### src/rtl/alu_pkg.sv
// alu_pkg: operation and FSM state encodings shared by seq_alu and its multiplier
package alu_pkg;
    typedef enum logic [3:0] {
        OP_PASS_A = 4'h0, OP_PASS_B = 4'h1, OP_ADD = 4'h2, OP_SUB = 4'h3,
        OP_INC    = 4'h4, OP_DEC    = 4'h5, OP_AND = 4'h6, OP_OR  = 4'h7,
        OP_XOR    = 4'h8, OP_NOT    = 4'h9, OP_SHL = 4'hA, OP_SHR = 4'hB,
        OP_ROL    = 4'hC, OP_ROR    = 4'hD, OP_MUL = 4'hE, OP_CMP = 4'hF
    } alu_op_e;
    typedef enum logic [1:0] {
        ST_IDLE = 2'd0,
        ST_BUSY = 2'd1,
        ST_DONE = 2'd2
    } alu_state_e;
endpackage

### src/rtl/alu_mul_serial.sv
// alu_mul_serial: shift-add multiplier, one multiplier bit per cycle, WIDTH cycles per product
module alu_mul_serial #(
    parameter int WIDTH = 8
) (
    input  logic                 clk,
    input  logic                 rst_n,
    input  logic                 start_i,
    input  logic [WIDTH-1:0]     a_i,
    input  logic [WIDTH-1:0]     b_i,
    output logic                 done_o,
    output logic [2*WIDTH-1:0]   product_o
);
    localparam int CW = $clog2(WIDTH);
    logic               busy_q;
    logic [CW-1:0]      cnt_q;
    logic [2*WIDTH-1:0] mcand_q, acc_q, acc_d;
    logic [WIDTH-1:0]   mplier_q;
    // partial product after folding in the current multiplier bit
    always_comb acc_d = acc_q + (mplier_q[0] ? mcand_q : '0);
    // done flags the final iteration, so product_o is already complete at that edge
    assign done_o    = busy_q && cnt_q == CW'(WIDTH - 1);
    assign product_o = acc_d;
    // load operands on start, then shift and accumulate until the last bit is consumed
    always_ff @(posedge clk or negedge rst_n) begin
        if (!rst_n) begin
            busy_q   <= 1'b0;
            cnt_q    <= '0;
            mcand_q  <= '0;
            mplier_q <= '0;
            acc_q    <= '0;
        end else if (start_i) begin
            busy_q   <= 1'b1;
            cnt_q    <= '0;
            mcand_q  <= {{WIDTH{1'b0}}, a_i};
            mplier_q <= b_i;
            acc_q    <= '0;
        end else if (busy_q) begin
            busy_q   <= !done_o;
            cnt_q    <= cnt_q + 1'b1;
            mcand_q  <= mcand_q << 1;
            mplier_q <= mplier_q >> 1;
            acc_q    <= acc_d;
        end
    end
endmodule

### src/rtl/seq_alu.sv
// seq_alu: handshaked ALU, single-cycle ops plus a multi-cycle serial multiply
module seq_alu
    import alu_pkg::*;
#(
    parameter int WIDTH = 8
) (
    input  logic             clk,
    input  logic             rst_n,
    input  logic             in_valid,
    output logic             in_ready,
    input  logic [WIDTH-1:0] A_bus,
    input  logic [WIDTH-1:0] B_bus,
    input  logic [3:0]       F,
    output logic             out_valid,
    input  logic             out_ready,
    output logic [WIDTH-1:0] C,
    output logic             CF,
    output logic             ZF,
    output logic             NF,
    output logic             OF
);
    localparam int M = WIDTH - 1;
    alu_state_e           state_q, state_d;
    alu_op_e              op;
    logic                 accept, is_mul, mul_done, add_of, sub_of, res_cf, res_of;
    logic [2*WIDTH-1:0]   product;
    logic [WIDTH:0]       sum, diff;
    logic [WIDTH-1:0]     opb, res, flag_src;
    logic [WIDTH+3:0]     out_q, out_d;
    assign op       = alu_op_e'(F);
    assign accept   = in_valid && in_ready;
    assign is_mul   = op == OP_MUL;
    assign opb      = (op == OP_INC || op == OP_DEC) ? WIDTH'(1) : B_bus;
    assign sum      = {1'b0, A_bus} + {1'b0, opb};
    assign diff     = {1'b0, A_bus} - {1'b0, opb};
    assign add_of   = (A_bus[M] == opb[M]) && (sum[M] != A_bus[M]);
    assign sub_of   = (A_bus[M] != opb[M]) && (diff[M] != A_bus[M]);
    // CMP passes A through but reports Z/N of the difference
    assign flag_src = op == OP_CMP ? diff[M:0] : res;
    assign {C, CF, ZF, NF, OF} = out_q;
    alu_mul_serial #(.WIDTH(WIDTH)) u_mul (
        .clk       (clk),
        .rst_n     (rst_n),
        .start_i   (accept && is_mul),
        .a_i       (A_bus),
        .b_i       (B_bus),
        .done_o    (mul_done),
        .product_o (product)
    );
    // single-cycle result and carry/overflow for every non-MUL op
    always_comb begin
        res    = '0;
        res_cf = 1'b0;
        res_of = 1'b0;
        case (op)
            OP_PASS_A:      res = A_bus;
            OP_PASS_B:      res = B_bus;
            OP_ADD, OP_INC: begin res = sum[M:0];  res_cf = sum[WIDTH];  res_of = add_of; end
            OP_SUB, OP_DEC: begin res = diff[M:0]; res_cf = diff[WIDTH]; res_of = sub_of; end
            OP_CMP:         begin res = A_bus;     res_cf = diff[WIDTH]; res_of = sub_of; end
            OP_AND:         res = A_bus & B_bus;
            OP_OR:          res = A_bus | B_bus;
            OP_XOR:         res = A_bus ^ B_bus;
            OP_NOT:         res = ~A_bus;
            OP_SHL:         begin res = {A_bus[M-1:0], 1'b0};   res_cf = A_bus[M]; end
            OP_SHR:         begin res = {1'b0, A_bus[M:1]};     res_cf = A_bus[0]; end
            OP_ROL:         begin res = {A_bus[M-1:0], A_bus[M]}; res_cf = A_bus[M]; end
            OP_ROR:         begin res = {A_bus[0], A_bus[M:1]};   res_cf = A_bus[0]; end
            default:        res = '0;
        endcase
    end
    // result register loads on a non-MUL accept or on multiplier completion, otherwise holds
    always_comb begin
        out_d = out_q;
        if (accept && !is_mul)
            out_d = {res, res_cf, flag_src == '0, flag_src[M], res_of};
        else if (state_q == ST_BUSY && mul_done)
            out_d = {product[M:0], |product[2*WIDTH-1:WIDTH], product[M:0] == '0, product[M], 1'b0};
    end
    // result and flags storage
    always_ff @(posedge clk or negedge rst_n) begin
        if (!rst_n) out_q <= '0;
        else        out_q <= out_d;
    end
    // FSM state register
    always_ff @(posedge clk or negedge rst_n) begin
        if (!rst_n) state_q <= ST_IDLE;
        else        state_q <= state_d;
    end
    // FSM next state: a DONE with out_ready can hand straight over to the next op
    always_comb begin
        state_d = state_q;
        case (state_q)
            ST_IDLE: state_d = accept ? (is_mul ? ST_BUSY : ST_DONE) : ST_IDLE;
            ST_BUSY: state_d = mul_done ? ST_DONE : ST_BUSY;
            ST_DONE: state_d = accept ? (is_mul ? ST_BUSY : ST_DONE) : (out_ready ? ST_IDLE : ST_DONE);
            default: state_d = ST_IDLE;
        endcase
    end
    // FSM outputs: handshake signals
    always_comb begin
        in_ready  = state_q == ST_IDLE || (state_q == ST_DONE && out_ready);
        out_valid = state_q == ST_DONE;
    end
endmodule

### config.mk
export PLATFORM = sky130hd
export DESIGN_NAME = seq_alu
export DESIGN_NICKNAME = d
export VERILOG_FILES = /design/src/rtl/alu_pkg.sv /design/src/rtl/alu_mul_serial.sv /design/src/rtl/seq_alu.sv
export SDC_FILE = /design/constraint.sdc
export NUM_CORES = 1
export LEC_CHECK = 0
export ABC_AREA = 0
export CORE_UTILIZATION = 46
export DETAILED_ROUTE_END_ITERATION = 6
export HOLD_SLACK_MARGIN = 0.08
export SYNTH_ARGS = -nofsm -noshare
export SYNTH_HDL_FRONTEND = slang
export SYNTH_SLANG_ARGS = --single-unit
export TNS_END_PERCENT = 5
### constraint.sdc
create_clock -name clk -period 7.5 [get_ports clk]
set_input_delay 0.75 -clock clk [delete_from_list [all_inputs] [get_ports clk]]
set_output_delay 0.75 -clock clk [all_outputs]
set_load 0.05 [all_outputs]
# Word-level counts from Yosys, hierarchy flattened
# Index checks and enable logic that the tools add are counted.
dict set report op_classes {
  bitwise 4
  addsub 4
  n_eq_ne 22
  n_mux 24
  reduce_logical 25
}
# op n
set ops {}
lappend ops {{$pmux W8 S12} 1}
lappend ops {{$mux W16} 5}
lappend ops {{$eq A4 B4 Y1 const B} 8}
lappend ops {{$mux W8} 4}
lappend ops {{$mux W12} 2}
lappend ops {{$add A16 B16 Y16} 1}
lappend ops {{$eq A4 B3 Y1 const B} 4}
lappend ops {{$logic_not A8 Y1} 2}
lappend ops {{$mux W2} 5}
lappend ops {{$reduce_or A2 Y1} 5}
lappend ops {{$add A8 B8 Y9} 1}
lappend ops {{$sub A8 B8 Y9} 1}
lappend ops {{$and A8 B8 Y8} 1}
lappend ops {{$eq A4 B2 Y1 const B} 2}
lappend ops {{$logic_and A1 B1 Y1} 8}
lappend ops {{$not A8 Y8} 1}
lappend ops {{$or A8 B8 Y8} 1}
lappend ops {{$reduce_or A8 Y1} 1}
lappend ops {{$xor A8 B8 Y8} 1}
lappend ops {{$mux W3} 2}
lappend ops {{$pmux W2 S3} 1}
lappend ops {{$eq A4 B1 Y1 const B} 1}
lappend ops {{$logic_not A4 Y1} 1}
lappend ops {{$pmux W1 S4} 1}
lappend ops {{other kinds (13)} 19}
dict set report word_totals {
  out_inout_bits 14
  wordCells 86
  register_bits 58
}

# Longest topological paths before layout
dict set report logic_depth {
  depth_word 8
  depth_mapped 16
  depth_no_buf 13
}

# Hierarchy
# From an unflattened synthesis, not the netlist that was laid out.
dict set report hier_totals {
  cells_unflattened 684
  area_unflattened_um2 5784.3
}
# module seq_area_each_um2 area_per_inst_um2 cells_per_inst n_inst
set by_module_without_submodules {}
lappend by_module_without_submodules {alu_mul_serial 1101.1 2945.3 306 1}
lappend by_module_without_submodules {seq_alu 350.3 2839.0 378 1}

# Least setup slack after synthesis
# OpenSTA, ideal clock, no wires.
dict set report synth_path {
  path_type {input to register}
  start {input port F[3]}
  end {register out_q[2]}
  slack_ns 3.483
  arrival_time_ns 3.950
  setup_ns 0.067
  cell_stages 15
  cell_sequence {buf_2 -> buf_2 -> or3b_2 -> clkbuf_1 -> nand2_1 -> inv_1 -> fa_1 -> nor2b_1 -> o311ai_0 -> nand3_1 -> a21oi_1 -> nor3_1 -> or4_1 -> a22oi_1 -> a221o_1}
}
dict set report synth_between {
  elab_chain_cells 8
}
# element line_no
set synth_rtl {}
lappend synth_rtl {{start, declared} seq_alu.sv:13} ;# input logic [3:0] F,
lappend synth_rtl {{$eq A4 B3 Y1} {seq_alu.sv:33, seq_alu.sv:55}}
lappend synth_rtl {{$logic_or A1 B1 Y1} seq_alu.sv:33} ;# assign opb = (op == OP_INC || op == OP_DEC) ? WIDTH'(1) : B_bus;
lappend synth_rtl {{$mux W8} seq_alu.sv:33}
lappend synth_rtl {{$sub A8 B8 Y9 / $add A8 B8 Y9 (equally long branches)} {seq_alu.sv:35, seq_alu.sv:34}}
lappend synth_rtl {{$pmux W8 S12} seq_alu.sv:55} ;# case (op)
lappend synth_rtl {{$mux W8} seq_alu.sv:39} ;# assign flag_src = op == OP_CMP ? diff[M:0] : res;
lappend synth_rtl {{$logic_not A8 Y1} seq_alu.sv:76} ;# out_d = {res, res_cf, flag_src == '0, flag_src[M], res_of};
lappend synth_rtl {{$mux W12} seq_alu.sv:75} ;# if (accept && !is_mul)
lappend synth_rtl {{end signal, assigned} seq_alu.sv:83} ;# else out_q <= out_d;
lappend synth_rtl {{end, declared} seq_alu.sv:29} ;# logic [WIDTH+3:0] out_q, out_d;
# Several ways; a longest one is shown, not always the timed one.
# A chain may end at the register's enable or synchronous reset.

# Worst setup path in the final report
dict set report layout_path {
  start {input port F[2]}
  end {register out_q[2]}
}
# Same word-level chain as after synthesis.

==> out/metrics.csv <==
metric,value,unit
r2r_cells,11,
crit_chain,clkdlybuf4s50_1 -> or3b_2 -> nand2_1 -> inv_1 -> fa_1 -> nor2b_1 -> o311ai_0 -> nand3_1 -> a21oi_1 -> nor3_1 -> or4_1 -> a22oi_1 -> a221o_1,
postRouteWirelength,14500,microns
place.detailed.hpwl,10800,microns
post_synthesis_cell_area,0.00538,sq mm
criticalPathCategory,in2reg,
num-fill-cells,1099,
dieHeight,110,microns
start_kind,primary input,
hold_path.class,reg2reg,
number_of_global_route_vias_before_repair,4556,
report.final.slew_viol_count,0,
post_cts_resized,0,
numPortBuffers,37,
area_growth,13.6,%
syn-mean-instance-area,8.22,sq um
fin_tns_setup,0,ns
cellPowerDensity,293,mW/mm^2
worstPathArrival,4.84,ns
final_critical_path_share_of_the_clock_period,61.0,%
power.leakage,2.74,nW
worst_hold_slack,0.512,ns
irDropWorstVdd,0.000252,V
worst_margin_slew,1.01,ns
fin_util,53.5,%
n_antenna_cell,0,
fmax,0.219,GHz
globalRouteTotalUtil,25.1,%
status,completed,
core_region_area,0.0114,sq mm
initial_utilization,47.1,%
gp_congestion,0.953,
cts_root_cell,sky130_fd_sc_hd__clkbuf_16,
finalSetupViolations,0,
synth_ff_type,sky130_fd_sc_hd__dfrtp_1,
netlist_instances,654,
clkLatencyLatePin,0.33,ns
syn-num-nets,733,
route.detailed.drc,0,
grt_start_max_net_pins,62,
worstHoldPathCells,2,
rsz0062_at_grt,no,
cts_sinks,58,
synth-seq-area-share,27.0,%
finalCriticalPeriod,4.57,ns
antenna_violations_before_repair,0,
critical_path_required,7.76,ns
nNetsFinal,750,
setup.reg_to_reg.worst_slack,3.86,ns
critical-path-slowest-cell,sky130_fd_sc_hd__clkdlybuf4s50_1,
grt_first_pass_wirelength,23100,microns
ys_warn_count,0,
max_stage_delay,0.86,ns
yosys_register_bits,58,
max-slew-margin-rel,32.4,%
finalClockSkew,0.00715,ns
fp-row-count,39,
place.detailed.instances,803,
post_synth_edffs,0,
die_x,110,microns
worst_setup_path_end_kind,flip-flop,
layout.cells.non_filler,819,
drt_iter0_drc,321,
tritoncts,built,
clkTransAtPathRegs,0.05,ns
detail-route-antenna-nets,0,
wl_per_cell,17.7,microns
post-cts-setup-buffers,0,
postCtsHoldBufs,0,
report.final.hold_viol_count,0,
top_level_ports,38,
yosysUniqueCellTypes,69,
ctsHtreeMaxLevel,3,
max_cap_viol_count,0,
synth-async-reset-ratio,100,%
firstDrtPassIters,5,
report.power.total,1.79,mW
maximum_clock_insertion_buffer_count,2,
grt_overflow,0,
path_max_fanout,18,
vias_after_detailed_routing,4810,
fp.dieArea,0.0121,sq mm
fraction_of_layout_instances_using_a_drive_strength_above_1,5.77,%
detail_route.vias_per_cell,5.87,
tritoncts.num_buffers,9,
==> cell usage in the layout, fill, tap and decap left out, types with 19 or more instances in the layout <==
cell	instances
sky130_fd_sc_hd__a21oi_1	36
sky130_fd_sc_hd__and2_1	19
sky130_fd_sc_hd__clkdlybuf4s50_1	36
sky130_fd_sc_hd__dfrtp_1	57
sky130_fd_sc_hd__ha_1	52
sky130_fd_sc_hd__inv_1	35
sky130_fd_sc_hd__mux2i_1	38
sky130_fd_sc_hd__nand2_1	67
sky130_fd_sc_hd__nor2_1	67
sky130_fd_sc_hd__o21ai_0	42
==> final cells by class <==
class,count,area (sq um),area share [%]
clock inverter,6,90.1,1.47
tap,143,179,2.93
inverter,35,131,2.15
multi-input combinational,524,3610,59.1
clock buffer,10,239,3.91
sequential,58,1450,23.8
timing repair buffer,43,410,6.71
==> metrics by stage <==
stage	worst slack [ns]	instance area, sq um
after global placement	2.88	5780
after CTS	2.99	6110
final	2.93	6110
after floorplan	3.48	5380
after global routing	2.71	6110
after detailed placement	2.65	5780
==> sequential cells by signal (all words and copies together), names as in the netlist <==
signal	cells
u_mul.acc_q	16
u_mul.mcand_q	16
out_q	12
u_mul.mplier_q	8
u_mul.cnt_q	3
state_q	2
u_mul.busy_q	1
==> synthesized netlist by cell type (7+ instances only) <==
cell,number,area [sq um]
sky130_fd_sc_hd__nand2_1,67,251
sky130_fd_sc_hd__nor2_1,67,251
sky130_fd_sc_hd__dfrtp_1,58,1450
sky130_fd_sc_hd__ha_1,52,651
sky130_fd_sc_hd__o21ai_0,42,210
sky130_fd_sc_hd__mux2i_1,38,380
sky130_fd_sc_hd__a21oi_1,36,180
sky130_fd_sc_hd__inv_1,35,131
sky130_fd_sc_hd__clkbuf_1,20,75.1
sky130_fd_sc_hd__and2_1,19,119
sky130_fd_sc_hd__nor3_1,17,85.1
sky130_fd_sc_hd__xnor2_1,15,131
sky130_fd_sc_hd__nand3_1,13,65.1
sky130_fd_sc_hd__nor2b_1,12,75.1
sky130_fd_sc_hd__o211ai_1,12,90.1
sky130_fd_sc_hd__a211oi_1,10,75.1
sky130_fd_sc_hd__buf_2,9,45.0
sky130_fd_sc_hd__xor2_1,8,70.1
sky130_fd_sc_hd__nand2b_1,7,43.8
sky130_fd_sc_hd__nand4_1,7,43.8
sky130_fd_sc_hd__o21a_1,7,52.6
==> worst paths after layout <==
check,from,endpoint
setup / recovery,F[2],out_q[2]
setup reg to reg,u_mul.mplier_q[0],out_q[3]
min in group asynchronous,rst_n,u_mul.acc_q[10]
max in group asynchronous,rst_n,u_mul.busy_q
hold / removal,out_q[10],out_q[10]
hold reg to reg,out_q[10],out_q[10]
==> logic make-up (layout without fill, tap and decap cells) <==
group,after synthesis,count (layout),share of synthesized area [%]
AO/OA/AOI/OAI,169,169,21.5
flip-flops,58,58,27.0
buffers and inverters,72,94,5.93
AND/OR/NAND/NOR,238,238,21.4
adder cells (fa/ha/maj),55,55,13.2
XOR/XNOR,23,23,3.75
multiplexers,39,39,7.28
==> per-layer routing <==
layer / global-route usage (%) / vias to the layer above / routed length (microns)
li1: - / 2389 / -
met4: 9.96 / 0 / 358
met5: 0 / - / 0
met2: 40.0 / 123 / 6650
met1: 34.0 / 2273 / 6900
met3: 4.00 / 25 / 604
==> report_power, final <==
group	internal [mW]	switching, mW
clock	0.300	0.147
combinational	0.335	0.492
sequential	0.434	0.0819
total	1.07	0.721
==> worst max-delay path: cells and delay by family <==
family	cells	cell delay, ns
buffers and inverters	2	0.96
and+or+nand+nor	6	1.71
adders and majority gates	1	0.42
AOI/OAI and AO/OA	4	1.00
(Power assumes the default switching activity.)
